==> config.mk <==
export PLATFORM = sky130hd
export DESIGN_NAME = simple_spi_slave
export DESIGN_NICKNAME = d
export VERILOG_FILES = /design/src/rtl/simple_spi_slave.sv
export SDC_FILE = /design/constraint.sdc
export NUM_CORES = 1
export LEC_CHECK = 0
export ABC_AREA = 1
export BUFFER_PORTS_ARGS = -buffer_cell sky130_fd_sc_hd__clkbuf_2
export CORE_AREA = 2 2 119 121
export DETAILED_ROUTE_END_ITERATION = 16
export DIE_AREA = 0 0 121 123
export PLACE_DENSITY = 0.69
export SETUP_SLACK_MARGIN = 0.4
export SKIP_CTS_REPAIR_TIMING = 1
export SLEW_MARGIN = 20
export SYNTH_ARGS = -nofsm -noshare
export SYNTH_HDL_FRONTEND = slang
export SYNTH_SLANG_ARGS = --single-unit
==> constraint.sdc <==
create_clock -name clk_i -period 2.2 [get_ports clk_i]
set_input_delay 0.33 -clock clk_i [delete_from_list [all_inputs] [get_ports clk_i]]
set_output_delay 0.33 -clock clk_i [all_outputs]
set_load 0.01 [all_outputs]
==> src/rtl/simple_spi_slave.sv <==
// SPI slave with a WISHBONE register port, 4-deep TX/RX FIFOs and status flags.
// SPI pins are synchronized into clk_i; all shifting is driven by edges of the synchronized sck.
module simple_spi_slave #(
  parameter int SYNC_STAGES = 2
) (
  input  logic       clk_i,
  input  logic       rst_ni,
  input  logic       cyc_i,
  input  logic       stb_i,
  input  logic [2:0] adr_i,
  input  logic       we_i,
  input  logic [7:0] dat_i,
  output logic [7:0] dat_o,
  output logic       ack_o,
  output logic       inta_o,
  input  logic       sck_i,
  input  logic       ss_ni,
  input  logic       mosi_i,
  output logic       miso_o,
  output logic       miso_oe_o
);
  typedef enum logic {IDLE, ACTIVE} state_e;

  localparam logic [2:0] A_SPCR = 3'd0;
  localparam logic [2:0] A_SPSR = 3'd1;
  localparam logic [2:0] A_SPDR = 3'd2;
  localparam logic [2:0] A_BCNT = 3'd3;

  logic [SYNC_STAGES-1:0] sck_sync_q, ss_sync_q, mosi_sync_q;
  logic sck_prev_q, ss_prev_q;
  logic sck_s, ss_s, mosi_s;

  state_e state_q, state_d;
  logic [3:0] spcr_q, spcr_d;  // {spie, spe, cpol, cpha}
  logic [3:0] flg_q, flg_d;    // {spif, wcol, rovr, tudr}
  logic [3:0][7:0] tx_mem_q, tx_mem_d, rx_mem_q, rx_mem_d;
  logic [1:0] tx_wp_q, tx_wp_d, tx_rp_q, tx_rp_d, rx_wp_q, rx_wp_d, rx_rp_q, rx_rp_d;
  logic [2:0] tx_cnt_q, tx_cnt_d, rx_cnt_q, rx_cnt_d, bit_q, bit_d;
  logic [7:0] tx_sh_q, tx_sh_d, rx_sh_q, rx_sh_d, rx_byte_q, rx_byte_d, bcnt_q, bcnt_d;
  logic [7:0] dat_q, dat_d;
  logic cpol_q, cpol_d, cpha_q, cpha_d, full_q, full_d, push_q, push_d;
  logic miso_q, miso_d, ack_q, ack_d, inta_q, inta_d;

  logic spe, wr, rd, sck_edge, lead, trail, samp, shft, ss_fall, last, start;
  logic tx_push, tx_pop, rx_push, rx_pop;
  logic [3:0] set, clr;
  logic [7:0] ld;

  always_ff @(posedge clk_i or negedge rst_ni) begin
    if (!rst_ni) begin
      sck_sync_q  <= '0;
      ss_sync_q   <= '1;
      mosi_sync_q <= '0;
      sck_prev_q  <= 1'b0;
      ss_prev_q   <= 1'b1;
    end else begin
      sck_sync_q  <= {sck_sync_q[SYNC_STAGES-2:0], sck_i};
      ss_sync_q   <= {ss_sync_q[SYNC_STAGES-2:0], ss_ni};
      mosi_sync_q <= {mosi_sync_q[SYNC_STAGES-2:0], mosi_i};
      sck_prev_q  <= sck_s;
      ss_prev_q   <= ss_s;
    end
  end

  assign sck_s    = sck_sync_q[SYNC_STAGES-1];
  assign ss_s     = ss_sync_q[SYNC_STAGES-1];
  assign mosi_s   = mosi_sync_q[SYNC_STAGES-1];
  assign spe      = spcr_q[2];
  assign wr       = ack_q & cyc_i & stb_i & we_i;
  assign rd       = ack_q & cyc_i & stb_i & ~we_i;
  assign sck_edge = sck_s ^ sck_prev_q;
  assign lead     = sck_edge & (sck_s != cpol_q);
  assign trail    = sck_edge & (sck_s == cpol_q);
  assign samp     = cpha_q ? trail : lead;
  assign shft     = cpha_q ? lead : trail;
  assign ss_fall  = ~ss_s & ss_prev_q;
  assign last     = samp & (bit_q == 3'd7);

  always_comb begin
    state_d = state_q;  spcr_d = spcr_q;  flg_d = flg_q;
    tx_mem_d = tx_mem_q;  tx_wp_d = tx_wp_q;  tx_rp_d = tx_rp_q;  tx_cnt_d = tx_cnt_q;
    rx_mem_d = rx_mem_q;  rx_wp_d = rx_wp_q;  rx_rp_d = rx_rp_q;  rx_cnt_d = rx_cnt_q;
    bit_d = bit_q;  tx_sh_d = tx_sh_q;  rx_sh_d = rx_sh_q;  rx_byte_d = rx_byte_q;
    bcnt_d = bcnt_q;  cpol_d = cpol_q;  cpha_d = cpha_q;  full_d = full_q;
    miso_d = miso_q;  push_d = 1'b0;
    set = '0;  clr = '0;  start = 1'b0;  ld = 8'hFF;
    tx_push = wr & (adr_i == A_SPDR) & (tx_cnt_q != 3'd4);
    tx_pop  = 1'b0;
    rx_push = 1'b0;
    rx_pop  = rd & (adr_i == A_SPDR) & (rx_cnt_q != 3'd0);

    if (wr && adr_i == A_SPCR) spcr_d = {dat_i[7:6], dat_i[3:2]};
    if (wr && adr_i == A_SPSR) clr = dat_i[7:4];
    if (wr && adr_i == A_SPDR && tx_cnt_q == 3'd4) set[2] = 1'b1;

    // Received byte lands one cycle after its last sample.
    if (push_q && spe) begin
      set[3] = 1'b1;
      bcnt_d = bcnt_q + 8'd1;
      if (rx_cnt_q == 3'd4) set[1] = 1'b1;
      else                  rx_push = 1'b1;
    end

    case (state_q)
      IDLE: begin
        miso_d = 1'b1;
        if (spe && ss_fall) begin
          state_d = ACTIVE;
          start   = 1'b1;
          bcnt_d  = '0;
        end
      end
      default: begin
        if (!spe || ss_s) begin
          state_d = IDLE;
          bit_d   = '0;
          full_d  = 1'b0;
          miso_d  = 1'b1;
        end else begin
          if (samp) begin
            rx_sh_d = {rx_sh_q[6:0], mosi_s};
            bit_d   = bit_q + 3'd1;
          end
          if (last) begin
            push_d    = 1'b1;
            rx_byte_d = {rx_sh_q[6:0], mosi_s};
            full_d    = 1'b1;
          end
          // Next byte is loaded on the trailing edge that closes the current one.
          if (trail && (full_q || last)) start = 1'b1;
          else if (shft) begin
            miso_d  = tx_sh_q[7];
            tx_sh_d = {tx_sh_q[6:0], 1'b0};
          end
        end
      end
    endcase

    if (start) begin
      cpol_d = spcr_q[1];
      cpha_d = spcr_q[0];
      bit_d  = '0;
      full_d = 1'b0;
      if (tx_cnt_q != 3'd0) begin
        ld     = tx_mem_q[tx_rp_q];
        tx_pop = 1'b1;
      end else set[0] = 1'b1;
      // cpha=0 already presents bit7, so the register holds the remaining bits.
      tx_sh_d = spcr_q[0] ? ld : {ld[6:0], 1'b0};
      miso_d  = ld[7];
    end

    if (tx_push) begin
      tx_mem_d[tx_wp_q] = dat_i;
      tx_wp_d = tx_wp_q + 2'd1;
    end
    if (tx_pop) tx_rp_d = tx_rp_q + 2'd1;
    tx_cnt_d = tx_cnt_q + {2'b0, tx_push} - {2'b0, tx_pop};
    if (rx_push) begin
      rx_mem_d[rx_wp_q] = rx_byte_q;
      rx_wp_d = rx_wp_q + 2'd1;
    end
    if (rx_pop) rx_rp_d = rx_rp_q + 2'd1;
    rx_cnt_d = rx_cnt_q + {2'b0, rx_push} - {2'b0, rx_pop};
    flg_d = (flg_q & ~clr) | set;

    if (!spe) begin
      tx_wp_d = '0;  tx_rp_d = '0;  tx_cnt_d = '0;
      rx_wp_d = '0;  rx_rp_d = '0;  rx_cnt_d = '0;
      flg_d = '0;
    end

    ack_d  = cyc_i & stb_i & ~ack_q;
    inta_d = spcr_q[3] & (flg_q[3] | flg_q[1]);
    case (adr_i)
      A_SPCR:  dat_d = {spcr_q[3:2], 2'b00, spcr_q[1:0], 2'b00};
      A_SPSR:  dat_d = {flg_q, tx_cnt_q == 3'd4, tx_cnt_q == 3'd0, rx_cnt_q == 3'd4, rx_cnt_q == 3'd0};
      A_SPDR:  dat_d = (rx_cnt_q != 3'd0) ? rx_mem_q[rx_rp_q] : 8'h00;
      A_BCNT:  dat_d = bcnt_q;
      default: dat_d = 8'h00;
    endcase
  end

  always_ff @(posedge clk_i or negedge rst_ni) begin
    if (!rst_ni) begin
      state_q <= IDLE;  spcr_q <= '0;  flg_q <= '0;
      tx_mem_q <= '0;  tx_wp_q <= '0;  tx_rp_q <= '0;  tx_cnt_q <= '0;
      rx_mem_q <= '0;  rx_wp_q <= '0;  rx_rp_q <= '0;  rx_cnt_q <= '0;
      bit_q <= '0;  tx_sh_q <= '0;  rx_sh_q <= '0;  rx_byte_q <= '0;  bcnt_q <= '0;
      cpol_q <= 1'b0;  cpha_q <= 1'b0;  full_q <= 1'b0;  push_q <= 1'b0;
      miso_q <= 1'b1;  ack_q <= 1'b0;  inta_q <= 1'b0;  dat_q <= '0;
    end else begin
      state_q <= state_d;  spcr_q <= spcr_d;  flg_q <= flg_d;
      tx_mem_q <= tx_mem_d;  tx_wp_q <= tx_wp_d;  tx_rp_q <= tx_rp_d;  tx_cnt_q <= tx_cnt_d;
      rx_mem_q <= rx_mem_d;  rx_wp_q <= rx_wp_d;  rx_rp_q <= rx_rp_d;  rx_cnt_q <= rx_cnt_d;
      bit_q <= bit_d;  tx_sh_q <= tx_sh_d;  rx_sh_q <= rx_sh_d;  rx_byte_q <= rx_byte_d;  bcnt_q <= bcnt_d;
      cpol_q <= cpol_d;  cpha_q <= cpha_d;  full_q <= full_d;  push_q <= push_d;
      miso_q <= miso_d;  ack_q <= ack_d;  inta_q <= inta_d;  dat_q <= dat_d;
    end
  end

  assign dat_o     = dat_q;
  assign ack_o     = ack_q;
  assign inta_o    = inta_q;
  assign miso_o    = miso_q | ~spe;
  assign miso_oe_o = (state_q == ACTIVE) & spe;
endmodule

==> results of run 1 <==
-- path summary, 6_finish.rpt --
check                                        startpoint                  endpoint
min in group asynchronous                        rst_ni     rx_cnt_q[1]$_DFF_PN0_
worst min-delay path                             mosi_i  mosi_sync_q[0]$_DFF_PN0_
worst max-delay path            sck_sync_q[1]$_DFF_PN0_     tx_cnt_q[2]$_DFF_PN0_
worst min register to register  sck_sync_q[0]$_DFF_PN0_   sck_sync_q[1]$_DFF_PN0_
worst max register to register  sck_sync_q[1]$_DFF_PN0_     tx_cnt_q[2]$_DFF_PN0_
max in group asynchronous                        rst_ni    ss_sync_q[0]$_DFF_PN1_
-- logic make-up (layout without fill, tap and decap cells) --
kind of cell | after synthesis | in the layout | synth area share, %
buffers and inverters | 106 | 195 | 6.37
flip-flops | 144 | 144 | 54.0
AND/OR/NAND/NOR | 309 | 311 | 20.2
AO/OA/AOI/OAI | 155 | 155 | 12.7
adder cells (fa/ha/maj) | 17 | 17 | 3.41
XOR/XNOR | 3 | 3 | 0.393
multiplexers | 17 | 17 | 2.87
-- critical path, stage by stage, from the launching register on --
cell and delay (ns):
sky130_fd_sc_hd__dfrtp_1 0.42, sky130_fd_sc_hd__inv_2 0.10, sky130_fd_sc_hd__nand2_2 0.07, sky130_fd_sc_hd__nand2_4 0.09, sky130_fd_sc_hd__buf_4 0.11, sky130_fd_sc_hd__nand2_1 0.07, sky130_fd_sc_hd__nor2_2 0.10, sky130_fd_sc_hd__nand2_2 0.09
sky130_fd_sc_hd__nand2_4 0.07, sky130_fd_sc_hd__nand2_4 0.06, sky130_fd_sc_hd__inv_4 0.06, sky130_fd_sc_hd__ha_4 0.19, sky130_fd_sc_hd__inv_2 0.06, sky130_fd_sc_hd__ha_4 0.12, sky130_fd_sc_hd__inv_2 0.03, sky130_fd_sc_hd__fa_2 0.36
sky130_fd_sc_hd__and3_4 0.18, sky130_fd_sc_hd__nor3_2 0.11
-- state kept, by name (all words and copies together) (netlist names), 4 cells and up --
signal	flops
flg_q	4
rx_mem_q	32
tx_sh_q	8
bcnt_q	8
rx_byte_q	8
dat_o	8
spcr_q	4
rx_sh_q	7
tx_mem_q	32
-- through the flow --
step                      power [mW]  setup slack [ns]  utilization [%]
final                           6.22            -0.170             60.6
after global routing            6.41            -0.261             60.6
after CTS                       6.23            -0.255             58.4
after detailed placement        3.04            -0.190             53.6
after global placement          3.03           -0.0630             53.6
after floorplan                 2.90           -0.0637                -
-- cell usage after synthesis (2+ instances only) --
cell / count
sky130_fd_sc_hd__nand2_1: 202
sky130_fd_sc_hd__dfrtp_1: 140
sky130_fd_sc_hd__o21ai_0: 94
sky130_fd_sc_hd__inv_1: 81
sky130_fd_sc_hd__nor2_1: 37
sky130_fd_sc_hd__nand3_1: 35
sky130_fd_sc_hd__a21oi_1: 28
sky130_fd_sc_hd__mux2_2: 17
sky130_fd_sc_hd__ha_1: 15
sky130_fd_sc_hd__clkbuf_1: 11
sky130_fd_sc_hd__o211ai_1: 10
sky130_fd_sc_hd__nor3_1: 9
sky130_fd_sc_hd__o22ai_1: 9
sky130_fd_sc_hd__buf_2: 8
sky130_fd_sc_hd__o21a_1: 5
sky130_fd_sc_hd__dfstp_2: 4
sky130_fd_sc_hd__nand2_2: 4
sky130_fd_sc_hd__nor2_2: 4
sky130_fd_sc_hd__nor2_4: 4
sky130_fd_sc_hd__or2_2: 4
sky130_fd_sc_hd__a22oi_1: 3
sky130_fd_sc_hd__and3_1: 2
sky130_fd_sc_hd__buf_6: 2
sky130_fd_sc_hd__fa_1: 2
sky130_fd_sc_hd__inv_2: 2
sky130_fd_sc_hd__nand2_4: 2
sky130_fd_sc_hd__nand4_1: 2
sky130_fd_sc_hd__nor2_8: 2
sky130_fd_sc_hd__o2111ai_1: 2
sky130_fd_sc_hd__xor2_1: 2
-- metal layers --
layer	wire length, µm	vias up	GRT usage [%]
met2	7860	154	36.8
met3	763	20	4.66
li1	-	2602	-
met1	6840	2676	28.9
met5	0	-	0
met4	203	0	7.34
-- where the power goes --
part / leakage [nW] / switching [mW] / internal [mW]
sequential: 1.91 / 0.0356 / 2.70
combinational: 1.83 / 0.183 / 0.104
clock: 0.310 / 1.17 / 2.04
-- layout make-up --
| type | instances | share of cell area, % |
|---|---|---|
| clock buffers | 18 | 5.20 |
| clock inverters | 14 | 2.76 |
| inverters | 85 | 3.93 |
| multi-input cells | 503 | 34.9 |
| flip-flops and latches | 144 | 43.7 |
| well taps | 180 | 2.73 |
| repair buffers | 78 | 6.78 |
==> flow_summary.yaml, run 1 <==
place:
  gpl_congestion: 0.902
  port-buffer-count: 30
  placedInstanceArea_mm2: 0.00729
  placedCellCount: 973
  detailed_place_hpwl_um: 10400
final_layout:
  area_overhead_of_the_layout_relative_to_synthesis_pct: 23.5
  stdcell_count: 1022
  multi_input_area_mm2: 0.00288
  final_common_cell: "sky130_fd_sc_hd__nand2_1"
  finish.instance_area_mm2: 0.00825
  area.sequential_mm2: 0.00361
  layout.filler_cells: 1153
  most-common-layout-cells: "sky130_fd_sc_hd__nand2_1 (187), sky130_fd_sc_hd__dfrtp_1 (139), sky130_fd_sc_hd__o21ai_0 (93)"
  nNetsFinal: 865
  num_antenna_cells: 0
  drive_gt1_share_pct: 24.2
grt:
  vias_in_the_first_global_route: 5353
  grt_pass1_wl_um: 25700
  antenna_found_initial: 0
  grt_remaining_overflow: 0
  pin_count_of_the_biggest_net_entering_global_routing: 57
  grtUsageTotal_pct: 22.1
worst_setup_path:
  start_kind: "flop"
  crit_type: "flop to flop"
  cp-end-kind: "flop"
  ff2ff_setup_slack_ns: -0.17
  critPathMaxFanout: 5
  required_ns: 2.54
  worstRegToRegCells: 17
  timing.critical_path.arrival_ns: 2.71
detailed_routing:
  number_of_remaining_drc_errors: 0
  detail_route.first_pass.iterations: 6
  routed_wire_length_per_instance_um: 15.3
  drtIter0Drc: 538
  total_number_of_vias: 5452
  vias_per_cell: 5.33
  wirelength_um: 15700
  postRouteAntennaNets: 0
clocking:
  max-clock-path-buffers: 2
  clock_latency_ns: 0.42
  root_driver: "sky130_fd_sc_hd__clkbuf_16"
  cts_inserted_buffers: 17
  h_tree_depth: 4
  cts.reportedPaths.clkPinSlew_ns: 0.06
  cts_num_sinks: 144
  tritoncts: "built"
timing:
  final.setup_skew_ns: 0.00782
  final_min_period_over_clock_period_pct: 108
  fmax_mhz: 422
  slew-limit-headroom_pct: 63.8
  rsz0062_at_grt: "yes"
  worst_hold_slack_ns: 0.0148
  timing_worst_slew_pin_value_ns: 0.542
  finalSetupTns_ns: -0.291
  finish_stage_setup_viols: 2
  timing.final.max_slew_violations: 0
  setup_slack_ns: -0.170
  hold_viol_final: 0
  finalCriticalPeriod_ns: 2.37
die:
  fp.dieW_um: 121
  die_height_um: 123
  core_area_mm2: 0.0136
  die_area_mm2: 0.0149
  initial_utilization_pct: 49.1
  ios: 31
  floorplan.rows: 43
worst_hold_path:
  kind_of_path_behind_the_tightest_hold_check: "input pin to flop"
  holdPathStages: 1
synthesis:
  yosysSeqAreaShare_pct: 54.0
  synth_top_area_share_pct: 52.4
  synth_top_flop_cell: "sky130_fd_sc_hd__dfrtp_1"
  postSynthRegisterBits: 144
  postSynthAreaPerCell_um2: 8.90
  ys_types: 39
  synthArstFlopShare_pct: 100
  synthTopCellsByArea: "sky130_fd_sc_hd__dfrtp_1 (52%), sky130_fd_sc_hd__nand2_1 (11%), sky130_fd_sc_hd__o21ai_0 (7.0%)"
  post_synth_inst_count: 751
  synth_edf_count: 0
  yosys_warnings: 0
  mappedNetlistNets: 787
  syn-cell-area_mm2: 0.00668
  yosysTopAreaCell: "sky130_fd_sc_hd__dfrtp_1"
run_status:
  violated_checks: "setup timing"
  status: "finished with violations"
pwr:
  power.ir.vdd_worst_mv: 0.534
  leakagePower_nw: 4.05
  powerDensity_mw_per_mm2: 754
job:
  maxCapViolCount: 0
No activity file was read; power rests on OpenSTA's default activity.
==> inputs of run 2 (changes only) <==
--- a/config.mk
+++ b/config.mk
@@ -10,10 +10,11 @@
 export CORE_AREA = 2 2 119 121
 export DETAILED_ROUTE_END_ITERATION = 16
 export DIE_AREA = 0 0 121 123
-export PLACE_DENSITY = 0.69
+export PLACE_DENSITY = 0.66
 export SETUP_SLACK_MARGIN = 0.4
 export SKIP_CTS_REPAIR_TIMING = 1
-export SLEW_MARGIN = 20
+export SKIP_LAST_GASP = 1
+export SLEW_MARGIN = 15
 export SYNTH_ARGS = -nofsm -noshare
 export SYNTH_HDL_FRONTEND = slang
 export SYNTH_SLANG_ARGS = --single-unit
==> constraint.sdc (replaced) <==
create_clock -name clk_i -period 2.35 [get_ports clk_i]
set_input_delay 0.3525 -clock clk_i [delete_from_list [all_inputs] [get_ports clk_i]]
set_output_delay 0.3525 -clock clk_i [all_outputs]
set_load 0.01 [all_outputs]
==> flow_summary.yaml, run 2 (synthesis results as in run 1) <==
worst_setup_path:
  crit-reg2reg-capture: "tx_cnt_q[2]$_DFF_PN0_"
  start_kind: "flop"
  crit_type: "flop to flop"
  r2r_start: "sck_sync_q[1]$_DFF_PN0_"
  cp-end-kind: "flop"
  crit_chain: "inv_2 -> nand2_2 -> nand2_4 -> nand3_2 -> nand2_2 -> nand2_2 -> nand2_2 -> nand2_2 -> nand2_4 -> nand2_4 -> inv_4 -> ha_4 -> inv_2 -> ha_4 -> inv_2 -> fa_2 -> and3_1 -> nor3_2"
  critPathLaunch: "sck_sync_q[1]$_DFF_PN0_"
  timing.critical_path.arrival_ns: 2.71
  required_ns: 2.69
  delay_of_the_slowest_cell_on_the_worst_path_ns: 0.42
  worstRegToRegCells: 18
  crit_top_cell: "sky130_fd_sc_hd__nand2_2"
  critPathMaxFanout: 5
  timing.critical_path.slowest_stage_cell: "sky130_fd_sc_hd__dfrtp_1"
  ff2ff_setup_slack_ns: -0.02
detailed_routing:
  route.met2.wl_um: 7110
  total_number_of_vias: 5307
  top_signal_layer_used: "met4"
  routed_wire_length_per_instance_um: 15.2
  wirelength_um: 15300
  vias_per_cell: 5.28
  postRouteAntennaNets: 0
  dr_wl_met3_um: 742
  number_of_remaining_drc_errors: 0
  wl_met1_um: 7150
  drtIter0Drc: 312
  detail_route.first_pass.iterations: 5
die:
  ios: 31
  die_area_mm2: 0.0149
  floorplan.rows: 43
  fp.dieW_um: 121
  initial_utilization_pct: 49.1
  die_height_um: 123
  core_area_mm2: 0.0136
worst_hold_path:
  kind_of_path_behind_the_tightest_hold_check: "input pin to flop"
  holdCritStartpoint: "mosi_i"
  worstHoldEndpoint: "mosi_sync_q[0]$_DFF_PN0_"
  holdPathStages: 1
timing:
  timing_worst_slew_pin_value_ns: 0.601
  rsz0062_at_grt: "yes"
  worst_hold_slack_ns: 0.0312
  finish_stage_setup_viols: 1
  setup_slack_ns: -0.0188
  timing.final.max_slew_violations: 0
  slew-limit-headroom_pct: 59.9
  finalCriticalPeriod_ns: 2.37
  finalSetupTns_ns: -0.0188
  fmax_mhz: 422
  hold_viol_final: 0
  final_min_period_over_clock_period_pct: 101
  final.setup_skew_ns: 0.00985
final_layout:
  drive_gt1_share_pct: 20.9
  layout.filler_cells: 1148
  finish.instance_area_mm2: 0.00799
  area_overhead_of_the_layout_relative_to_synthesis_pct: 19.6
  final_common_cell: "sky130_fd_sc_hd__nand2_1"
  area.sequential_mm2: 0.00361
  num_antenna_cells: 0
  nNetsFinal: 849
  multi_input_area_mm2: 0.00280
  largestRegisters: "rx_mem_q x32, tx_mem_q x32"
  most-common-layout-cells: "sky130_fd_sc_hd__nand2_1 (192), sky130_fd_sc_hd__dfrtp_1 (139), sky130_fd_sc_hd__o21ai_0 (94)"
pwr:
  leakagePower_nw: 3.90
  powerDensity_mw_per_mm2: 707
  design_power_total_mw: 5.65
  power.ir.vdd_worst_mv: 0.501
clocking:
  clock_latency_ns: 0.42
  h_tree_depth: 4
  root_driver: "sky130_fd_sc_hd__clkbuf_16"
  max-clock-path-buffers: 2
  tritoncts: "built"
  cts_inserted_buffers: 17
  cts.reportedPaths.clkPinSlew_ns: 0.06
  cts_num_sinks: 144
place:
  dp_worst_setup_slack_ns: -0.0291
  placedInstanceArea_mm2: 0.00720
  gpl_congestion: 0.876
  detailed_place_hpwl_um: 10400
  port-buffer-count: 30
run_status:
  status: "finished with violations"
  violated_checks: "setup timing"
job:
  maxCapViolCount: 0
grt:
  grt_remaining_overflow: 0
  grt_pass1_wl_um: 25100
  antenna_found_initial: 0
  pin_count_of_the_biggest_net_entering_global_routing: 56
  vias_in_the_first_global_route: 5036
  grtUsageTotal_pct: 21.7
==> run 2: cell count changes in the layout (fill, tap and decap cells not counted), sizes merged <==
cell    change
buf        -15
clkbuf      +2
clkinv      +2
inv         -2
bufinv      -1
nand2       -1
nor2        -1
==> run 2: cell type report <==
class / instances / area share, %
inverter: 85 / 4.05
clock buffer: 19 / 5.42
clock inverter: 13 / 2.33
timing repair buffer: 64 / 5.26
sequential: 144 / 45.2
multi-input combinational: 501 / 35.0
tap: 180 / 2.82
==> run 2: how the worst max path moves through the flow <==
stage                                       end  depth (start not counted)
after global routing      tx_cnt_q[2]$_DFF_PN0_                         18
after CTS                 tx_cnt_q[2]$_DFF_PN0_                         18
final                     tx_cnt_q[2]$_DFF_PN0_                         18
after global placement    rx_cnt_q[2]$_DFF_PN0_                         13
after detailed placement  tx_cnt_q[2]$_DFF_PN0_                         18
after floorplan           tx_cnt_q[2]$_DFF_PN0_                         18
==> run 2: where the power goes <==
part | internal (mW) | leakage [nW] | switching, mW | total [mW]
logic | 0.0829 | 1.70 | 0.167 | 0.250
clock network | 1.78 | 0.296 | 1.06 | 2.85
registers | 2.53 | 1.91 | 0.0318 | 2.56
==> run 2: metrics by stage <==
| stage | cells | utilization, % |
|---|---|---|
| after floorplan | 751 | - |
| after global placement | 962 | 52.9 |
| after detailed placement | 962 | 52.9 |
| after CTS | 994 | 57.4 |
| after global routing | 1006 | 58.7 |
| final | 1006 | 58.7 |
==> run 2: critical path: cells and delay by family, from the launching register on <==
family	cells	cell delay [ns]
fa+ha+maj	3	0.63
buf+inv	4	0.25
simple gates	11	0.99
flops	1	0.42
==> run 2: per-layer routing <==
layer / vias to the layer above / global-route usage (%)
met5: - / 0
met4: 0 / 7.63
met3: 21 / 5.81
met2: 137 / 33.6
met1: 2580 / 29.7
li1: 2569 / -
